## src/rtl/fetch_queue.sv

```systemverilog
// Two-wide instruction fetch queue: circular buffer of DEPTH entries between fetch and decode.
// Optional full-stall statistics counter when FETCH_QUEUE_STAT_EN is defined.
module fetch_queue #(
  parameter int unsigned DEPTH = 8
) (
  input  logic        clock,
  input  logic        reset,
  input  logic        io_i_flush,
  input  logic        io_i_fetch_pack_valid,
  input  logic        io_i_fetch_pack_bits_valids_0,
  input  logic        io_i_fetch_pack_bits_valids_1,
  input  logic [63:0] io_i_fetch_pack_bits_pc,
  input  logic [31:0] io_i_fetch_pack_bits_insts_0,
  input  logic [31:0] io_i_fetch_pack_bits_insts_1,
  input  logic        io_i_fetch_pack_bits_branch_predict_pack_valid,
  input  logic        io_i_fetch_pack_bits_branch_predict_pack_taken,
  input  logic [63:0] io_i_fetch_pack_bits_branch_predict_pack_target,
  output logic        io_o_fetch_pack_ready,
  output logic        io_o_dec_valid_0,
  output logic        io_o_dec_valid_1,
  output logic [63:0] io_o_dec_pc_0,
  output logic [63:0] io_o_dec_pc_1,
  output logic [31:0] io_o_dec_inst_0,
  output logic [31:0] io_o_dec_inst_1,
  output logic        io_o_dec_bp_valid_0,
  output logic        io_o_dec_bp_valid_1,
  output logic        io_o_dec_bp_taken_0,
  output logic        io_o_dec_bp_taken_1,
  output logic [63:0] io_o_dec_bp_target_0,
  output logic [63:0] io_o_dec_bp_target_1,
  input  logic        io_i_dec_ready
`ifdef FETCH_QUEUE_STAT_EN
  ,
  output logic [31:0] io_o_full_stall_cnt
`endif
);

  localparam int unsigned IW = $clog2(DEPTH);
  localparam int unsigned PW = IW + 1;

  logic [PW-1:0] r_head, r_tail;
  logic [PW-1:0] w_count;
  logic          w_ready;
  logic          w_enq, w_both;
  logic [1:0]    w_enq_n, w_deq_n;
  logic [IW-1:0] w_hidx0, w_hidx1, w_tidx0, w_tidx1;

  logic [63:0] r_pc     [DEPTH];
  logic [31:0] r_inst   [DEPTH];
  logic        r_bp_v   [DEPTH];
  logic        r_bp_t   [DEPTH];
  logic [63:0] r_bp_tgt [DEPTH];

  logic [63:0] w_a_pc, w_b_pc;
  logic [31:0] w_a_inst;
  logic        w_a_bp_v, w_a_bp_t;
  logic [63:0] w_a_bp_tgt;

  assign w_count = r_tail - r_head;
  assign w_ready = (w_count <= PW'(DEPTH - 2));
  assign io_o_fetch_pack_ready = w_ready;

  assign w_hidx0 = r_head[IW-1:0];
  assign w_hidx1 = w_hidx0 + 1'b1;
  assign w_tidx0 = r_tail[IW-1:0];
  assign w_tidx1 = w_tidx0 + 1'b1;

  assign io_o_dec_valid_0 = (w_count != '0) & ~io_i_flush;
  assign io_o_dec_valid_1 = (w_count >= PW'(2)) & ~io_i_flush;

  assign w_enq   = io_i_fetch_pack_valid & w_ready & ~io_i_flush;
  assign w_both  = io_i_fetch_pack_bits_valids_0 & io_i_fetch_pack_bits_valids_1;
  assign w_enq_n = w_enq ? ({1'b0, io_i_fetch_pack_bits_valids_0} +
                            {1'b0, io_i_fetch_pack_bits_valids_1}) : 2'd0;
  assign w_deq_n = (io_i_dec_ready & ~io_i_flush) ?
                   ({1'b0, io_o_dec_valid_0} + {1'b0, io_o_dec_valid_1}) : 2'd0;

  // Entry at tail: either slot 0 of a full pack, or the lone valid slot (which is also the youngest).
  assign w_b_pc     = io_i_fetch_pack_bits_pc + 64'd4;
  assign w_a_pc     = io_i_fetch_pack_bits_valids_0 ? io_i_fetch_pack_bits_pc : w_b_pc;
  assign w_a_inst   = io_i_fetch_pack_bits_valids_0 ? io_i_fetch_pack_bits_insts_0
                                                    : io_i_fetch_pack_bits_insts_1;
  assign w_a_bp_v   = w_both ? 1'b0 : io_i_fetch_pack_bits_branch_predict_pack_valid;
  assign w_a_bp_t   = w_both ? 1'b0 : io_i_fetch_pack_bits_branch_predict_pack_taken;
  assign w_a_bp_tgt = w_both ? '0 : io_i_fetch_pack_bits_branch_predict_pack_target;

  always_ff @(posedge clock or negedge reset) begin
    if (!reset) begin
      r_head <= '0;
      r_tail <= '0;
    end else if (io_i_flush) begin
      r_head <= '0;
      r_tail <= '0;
    end else begin
      r_head <= r_head + {{(PW-2){1'b0}}, w_deq_n};
      r_tail <= r_tail + {{(PW-2){1'b0}}, w_enq_n};
    end
  end

  always_ff @(posedge clock or negedge reset) begin
    if (!reset) begin
      for (int unsigned i = 0; i < DEPTH; i++) begin
        r_pc[i]     <= '0;
        r_inst[i]   <= '0;
        r_bp_v[i]   <= 1'b0;
        r_bp_t[i]   <= 1'b0;
        r_bp_tgt[i] <= '0;
      end
    end else if (w_enq && (w_enq_n != 2'd0)) begin
      r_pc[w_tidx0]     <= w_a_pc;
      r_inst[w_tidx0]   <= w_a_inst;
      r_bp_v[w_tidx0]   <= w_a_bp_v;
      r_bp_t[w_tidx0]   <= w_a_bp_t;
      r_bp_tgt[w_tidx0] <= w_a_bp_tgt;
      if (w_both) begin
        r_pc[w_tidx1]     <= w_b_pc;
        r_inst[w_tidx1]   <= io_i_fetch_pack_bits_insts_1;
        r_bp_v[w_tidx1]   <= io_i_fetch_pack_bits_branch_predict_pack_valid;
        r_bp_t[w_tidx1]   <= io_i_fetch_pack_bits_branch_predict_pack_taken;
        r_bp_tgt[w_tidx1] <= io_i_fetch_pack_bits_branch_predict_pack_target;
      end
    end
  end

  assign io_o_dec_pc_0        = r_pc[w_hidx0];
  assign io_o_dec_pc_1        = r_pc[w_hidx1];
  assign io_o_dec_inst_0      = r_inst[w_hidx0];
  assign io_o_dec_inst_1      = r_inst[w_hidx1];
  assign io_o_dec_bp_valid_0  = r_bp_v[w_hidx0];
  assign io_o_dec_bp_valid_1  = r_bp_v[w_hidx1];
  assign io_o_dec_bp_taken_0  = r_bp_t[w_hidx0];
  assign io_o_dec_bp_taken_1  = r_bp_t[w_hidx1];
  assign io_o_dec_bp_target_0 = r_bp_tgt[w_hidx0];
  assign io_o_dec_bp_target_1 = r_bp_tgt[w_hidx1];

`ifdef FETCH_QUEUE_STAT_EN
  logic [31:0] r_stall_cnt;

  // Flush does not clear the statistic; only reset does.
  always_ff @(posedge clock or negedge reset) begin
    if (!reset) begin
      r_stall_cnt <= '0;
    end else if (io_i_fetch_pack_valid && !w_ready && (r_stall_cnt != '1)) begin
      r_stall_cnt <= r_stall_cnt + 32'd1;
    end
  end

  assign io_o_full_stall_cnt = r_stall_cnt;
`endif

endmodule
```

## config.mk

```make
export PLATFORM = sky130hd
export DESIGN_NAME = fetch_queue
export DESIGN_NICKNAME = d
export VERILOG_FILES = /design/src/rtl/fetch_queue.sv
export SDC_FILE = /design/constraint.sdc
export NUM_CORES = 2
export LEC_CHECK = 0
export BUFFER_PORTS_ARGS = -buffer_cell sky130_fd_sc_hd__buf_2
export CAP_MARGIN = 20
export CELL_PAD_IN_SITES_DETAIL_PLACEMENT = 1
export CELL_PAD_IN_SITES_GLOBAL_PLACEMENT = 1
export CORE_ASPECT_RATIO = 1.75
export CORE_MARGIN = 5
export CORE_UTILIZATION = 53
export DETAILED_ROUTE_END_ITERATION = 12
export PLACE_DENSITY = 0.82
export SYNTH_ARGS = -nofsm -noshare
export SYNTH_HDL_FRONTEND = slang
export SYNTH_SLANG_ARGS = --single-unit
```

## constraint.sdc

```tcl
create_clock -name clock -period 9.06 [get_ports clock]
set_clock_uncertainty 0.2 [all_clocks]
set_input_delay 1.812 -clock clock [delete_from_list [all_inputs] [get_ports clock]]
set_output_delay 1.812 -clock clock [all_outputs]
set_load 0.02 [all_outputs]
```

[Word level (Yosys, flattened, before mapping)]
Cells that the tools add are included.
Word-level totals
  register bits: 1304
  input port bits: 201
  output and inout bits: 327
  word-level logic and storage cells: 140
Operators by class
  add/sub/neg operators: 8
  $lt $le $gt $ge: 8
  multiplexer cells: 66
  bitwise gates (word level): 11
  reductions and logical operators: 5
Operators by type and width (count)
  $bwmux 512: 4
  $mux 512: 2
  $bmux 64 s3: 4
  $mux 64: 12
  $bwmux 256: 2
  $demux 64 s3: 2
  $mux 256: 1
  $mux 32: 7
  $bmux 32 s3: 2
  $demux 32 s3: 2
  $add 64x3->64 const B: 1
  $bwmux 8: 4
  $ge 4x4->1 const B: 4
  $mux 8: 2
  $not 3->4: 4
  $bmux 1 s3: 4
  $mux 1: 12
  $add 4x2->4: 2
  $lt 4x1->1 const B: 2
  $mux 4: 2
  $add 3x1->3 const B: 2
  $and 1x1->1: 6
  $demux 1 s3: 2
  $add 1x1->2: 2
  other kinds (8): 11

[Depth between registers and ports, before layout]
  depth after elaboration: 8
  gate-level depth with buffers: 16

[Worst setup path before layout]
Ideal clock, no wire load.
  kind: register to output
  start point: register r_head[1]
  end point: output port io_o_dec_valid_0
  data arrival time: 2.870 ns
  path slack: 4.178 ns
  cell stages (with the launch flop): 10
  buffers on the path: 3
  cell sequence: dfrtp_1 > clkbuf_1 > clkbuf_1 > clkbuf_1 > inv_1 > ha_1 > nand3b_1 > and3_1 > or2_2 > a31oi_1
On the way
  word-level cells in the longest chain between the ends: 3
Ends and longest elaborated chain
  start: declaration: RTL line 41  | logic [PW-1:0] r_head, r_tail;
  start signal: assignment: RTL line 95  | r_head <= r_head + {{(PW-2){1'b0}}, w_deq_n};
  $sub 4x4->4: RTL line 59  | assign w_count = r_tail - r_head;
  $reduce_bool 4->1: RTL line 68  | assign io_o_dec_valid_0 = (w_count != '0) & ~io_i_flush;
  $and 1x1->1: RTL line 68
  end: declaration: RTL line 19  | output logic io_o_dec_valid_0,
Every way passes these cells.

[Final worst setup path]
  start point: register r_head[0]
  end point: output port io_o_dec_pc_0[17]
On the way
  word-level cells in the longest chain between the ends: 4
Ends and longest elaborated chain
  $not 3->4 (implied by the code): RTL line 125  | assign io_o_dec_pc_0 = r_pc[w_hidx0];
  $bmux 64 s3: RTL line 125
  $mux 64 (implied by the code) (2 in series): RTL line 125
  end: declaration: RTL line 21  | output logic [63:0] io_o_dec_pc_0,
Every way passes these cells. The select of a mux whose other input is x is not followed.

==> results.md <==
* Clock tree buffer depth at 3
* Fraction of the yosys area taken by sequential cells at 0.428
* Row cnt at 184
* Total grt overflow at 0
* Clock share of power at 0.252
* Filler cells at 14900
* Slowest cell on crit path: dfrtp_4
* Die span in y at 512 um
* Root Driver: clkbuf_16
* Switching Fraction at 0.392
* Count of cell types in the netlist at 78
* Seq cells post-synth at 1304
* Seq pwr share at 0.352
* Crit path max-delay family: buffers and inverters
* Reg2reg path depth at 10
* Layout cells sized above 1 at 0.261
* Tot GR Track Use at 0.431
* Post-CTS Setup Inserts at 0
* Met3 wire len at 39100 um
* Setup ws final at 2.34 ns
* Syn Std Cell Area at 76200 um^2
* Top_reg_cell synth: dfrtp_1
* Die area at 152000 um^2
* VDD IR-drop max at 270 uV
* M1 WL at 111000 um
* Post-synth EDFFs at 0
* Clk slew on worst S/H paths at 0.06 ns
* Pin count of the biggest net entering global routing at 247
* Die width at 297 um
* WL final at 335000 um
* Cell area after layout at 84500 um^2
* R2R setup slack at 3.05 ns
* Arrival time worst endpoint at 4.71 ns
* DR pass1 iterations at 6
* Placed instance count at 8751
* Post-DP HPWL at 205000 um
* DRC Markers at 0
* Maxcap violations at 0
* Clock Latency Late Sink at 0.77 ns
* Starting Density at 0.531
* CP cell instances: buf_4, buf_4, mux4_2, nand2_1, nand2_1, buf_2
* Nets@finish at 7247
* Lkg Pwr at 35.9 nW
* Dpl ws at 2.28 ns
* Core area at 143000 um^2
* CTS tree: done
* Final Hold Vio Count at 0
* Worst Tran Pin Value at 1.24 ns
* FFs w/ async S/R, synth at 1.00
* Iter 0 DRT Violations at 8523
* Vias in the first global route at 74500
* Synthesis Warnings at 0
* Fin crit period at 6.72 ns
* H-tree depth at 4
* Setup violators final at 0
* Final Instance Count excl. Fillers at 9032
* Hold Path Class: reg2reg
* Total clock sinks at 1304
* Top Layer Used: met5
* Via-to-Cell Ratio at 7.71
* Part of the cycle the worst path needs at 0.742
* Max-slew violations at 0
* Sw power at 9.23 mW
* First-pass GRT wire length at 492000 um
* Req. time, crit path at 7.05 ns
* Final setup TNS at 0 ns
* Crit path kind: reg2out
* Critical path endpoint category: primary output
* Crit path depth at 6
* F_max at 149 MHz
* Combinational fraction of design power at 0.396
* Placed Area at 79800 um^2
* Crit Path Max Fanout at 54
* Vias post-DR at 69600
* Util after Layout at 0.589
* Most common cell after layout, fill and taps aside: dfrtp_1
* Slew headroom at 0.165
* Internal at 14.3 mW
* Crit path buffers/inverters at 3
* # IOs at 528
* Post-Synthesis Cells at 7040
* Avg Inst Size Synth at 10.8 um^2
* Hold buffers post-CTS at 0
* Status: completed
* Syn nets at 7256
* Wire per inst at 37.0 um
* Port Buf Inserts at 527
* Metal2 WL at 158000 um
* Post-CTS Resized at 0
* Area Overhead vs Synth at 10.9%
* Critical path launch point type: flip-flop
* Clock buffer count from CTS at 131
* Final GP Congestion at 1.00
* Min-Delay Path Depth at 2
* Slowest cell delay on critical path at 1.07 ns
* RSZ-0062 raised after global routing: false
* Most frequent cells in the layout: 1301 x dfrtp_1, 1132 x nand2_1, 648 x mux4_2
* Routed Antenna Nets at 0
* Power per cell area at 279 nW/um^2
* Initial antenna violation count at 49
synth_stat cells, types with 84 or more instances:
master    number  area (um^2)
a21o_1        84          631
a21oi_1      277         1390
a221oi_1     133         1160
a22o_1       469         4110
a22oi_1      286         2150
a311oi_1      85          744
buf_1        239          897
clkbuf_1     555         2080
dfrtp_1     1304        32600
mux2_2       197         2220
mux4_2       648        14600
nand2_1     1132         4250
nor2_1       409         1540
o21ai_0      501         2510
o22ai_1       90          563
power groups by stage:
stage	sequential [mW]	clock [mW]	combinational, mW
2_1_floorplan	7.80	0	6.18
4_1_cts	8.22	5.96	9.24
5_1_grt	8.37	6.18	9.81
3_3_place_gp	8.11	0	8.90
3_5_place_dp	8.28	0	9.13
6_report	8.30	5.94	9.33
path summary, 6_finish.rpt:
check,from,endpoint
worst max-delay path,r_head[0]$_DFF_PN0_,io_o_dec_pc_0[17]
worst min-delay path,r_inst[61]$_DFFE_PN0P_,r_inst[61]$_DFFE_PN0P_
worst max register to register,r_head[2]$_DFF_PN0_,r_bp_tgt[33]$_DFFE_PN0P_
worst min register to register,r_inst[61]$_DFFE_PN0P_,r_inst[61]$_DFFE_PN0P_
max in group asynchronous,reset,r_pc[207]$_DFFE_PN0P_
min in group asynchronous,reset,r_bp_tgt[239]$_DFFE_PN0P_
cell families after synthesis:
group | share of synthesized area
XOR/XNOR | 0.00644
AND/OR/NAND/NOR | 0.102
AO/OA/AOI/OAI | 0.195
buffers and inverters | 0.0431
multiplexers | 0.222
adder cells (fa/ha/maj) | 0.00276
flip-flops | 0.428
cell type report:
type                            count  area [um^2]  area share
Antenna cell                       37         92.6     0.00110
Sequential cell                  1304        32600       0.386
Tap cell                         1860         2330      0.0275
Multi-Input combinational cell   4883        40700       0.481
Inverter                           13         56.3    0.000666
Clock buffer                      180         3710      0.0440
Timing Repair Buffer              698         4190      0.0495
Clock inverter                     57          837     0.00990
per-layer routing:
layer	up-vias	global-route usage
met1	35900	0.505
met3	1621	0.129
met5	-	0
met4	34	0.297
li1	26800	-
met2	5256	0.680
worst min-delay path, stage by stage (launching register included):
cell and delay (ns):
dfrtp_1 0.36, nand2_1 0.05, o21ai_0 0.06
state kept, by name, summed over array words and instances (netlist names):
name,flops
r_head,4
r_tail,4
r_pc,512
r_bp_tgt,512
r_bp_t,8
r_bp_v,8
r_inst,256
metrics by stage:
step | hold WS, ns | total power, mW
detailed placement | 0.286 | 17.4
global placement | 0.271 | 17.0
floorplan | 0.257 | 14.0
CTS | 0.299 | 23.4
finish | 0.301 | 23.6
global route | 0.314 | 24.4
No activity file was read; power rests on OpenSTA's default activity.
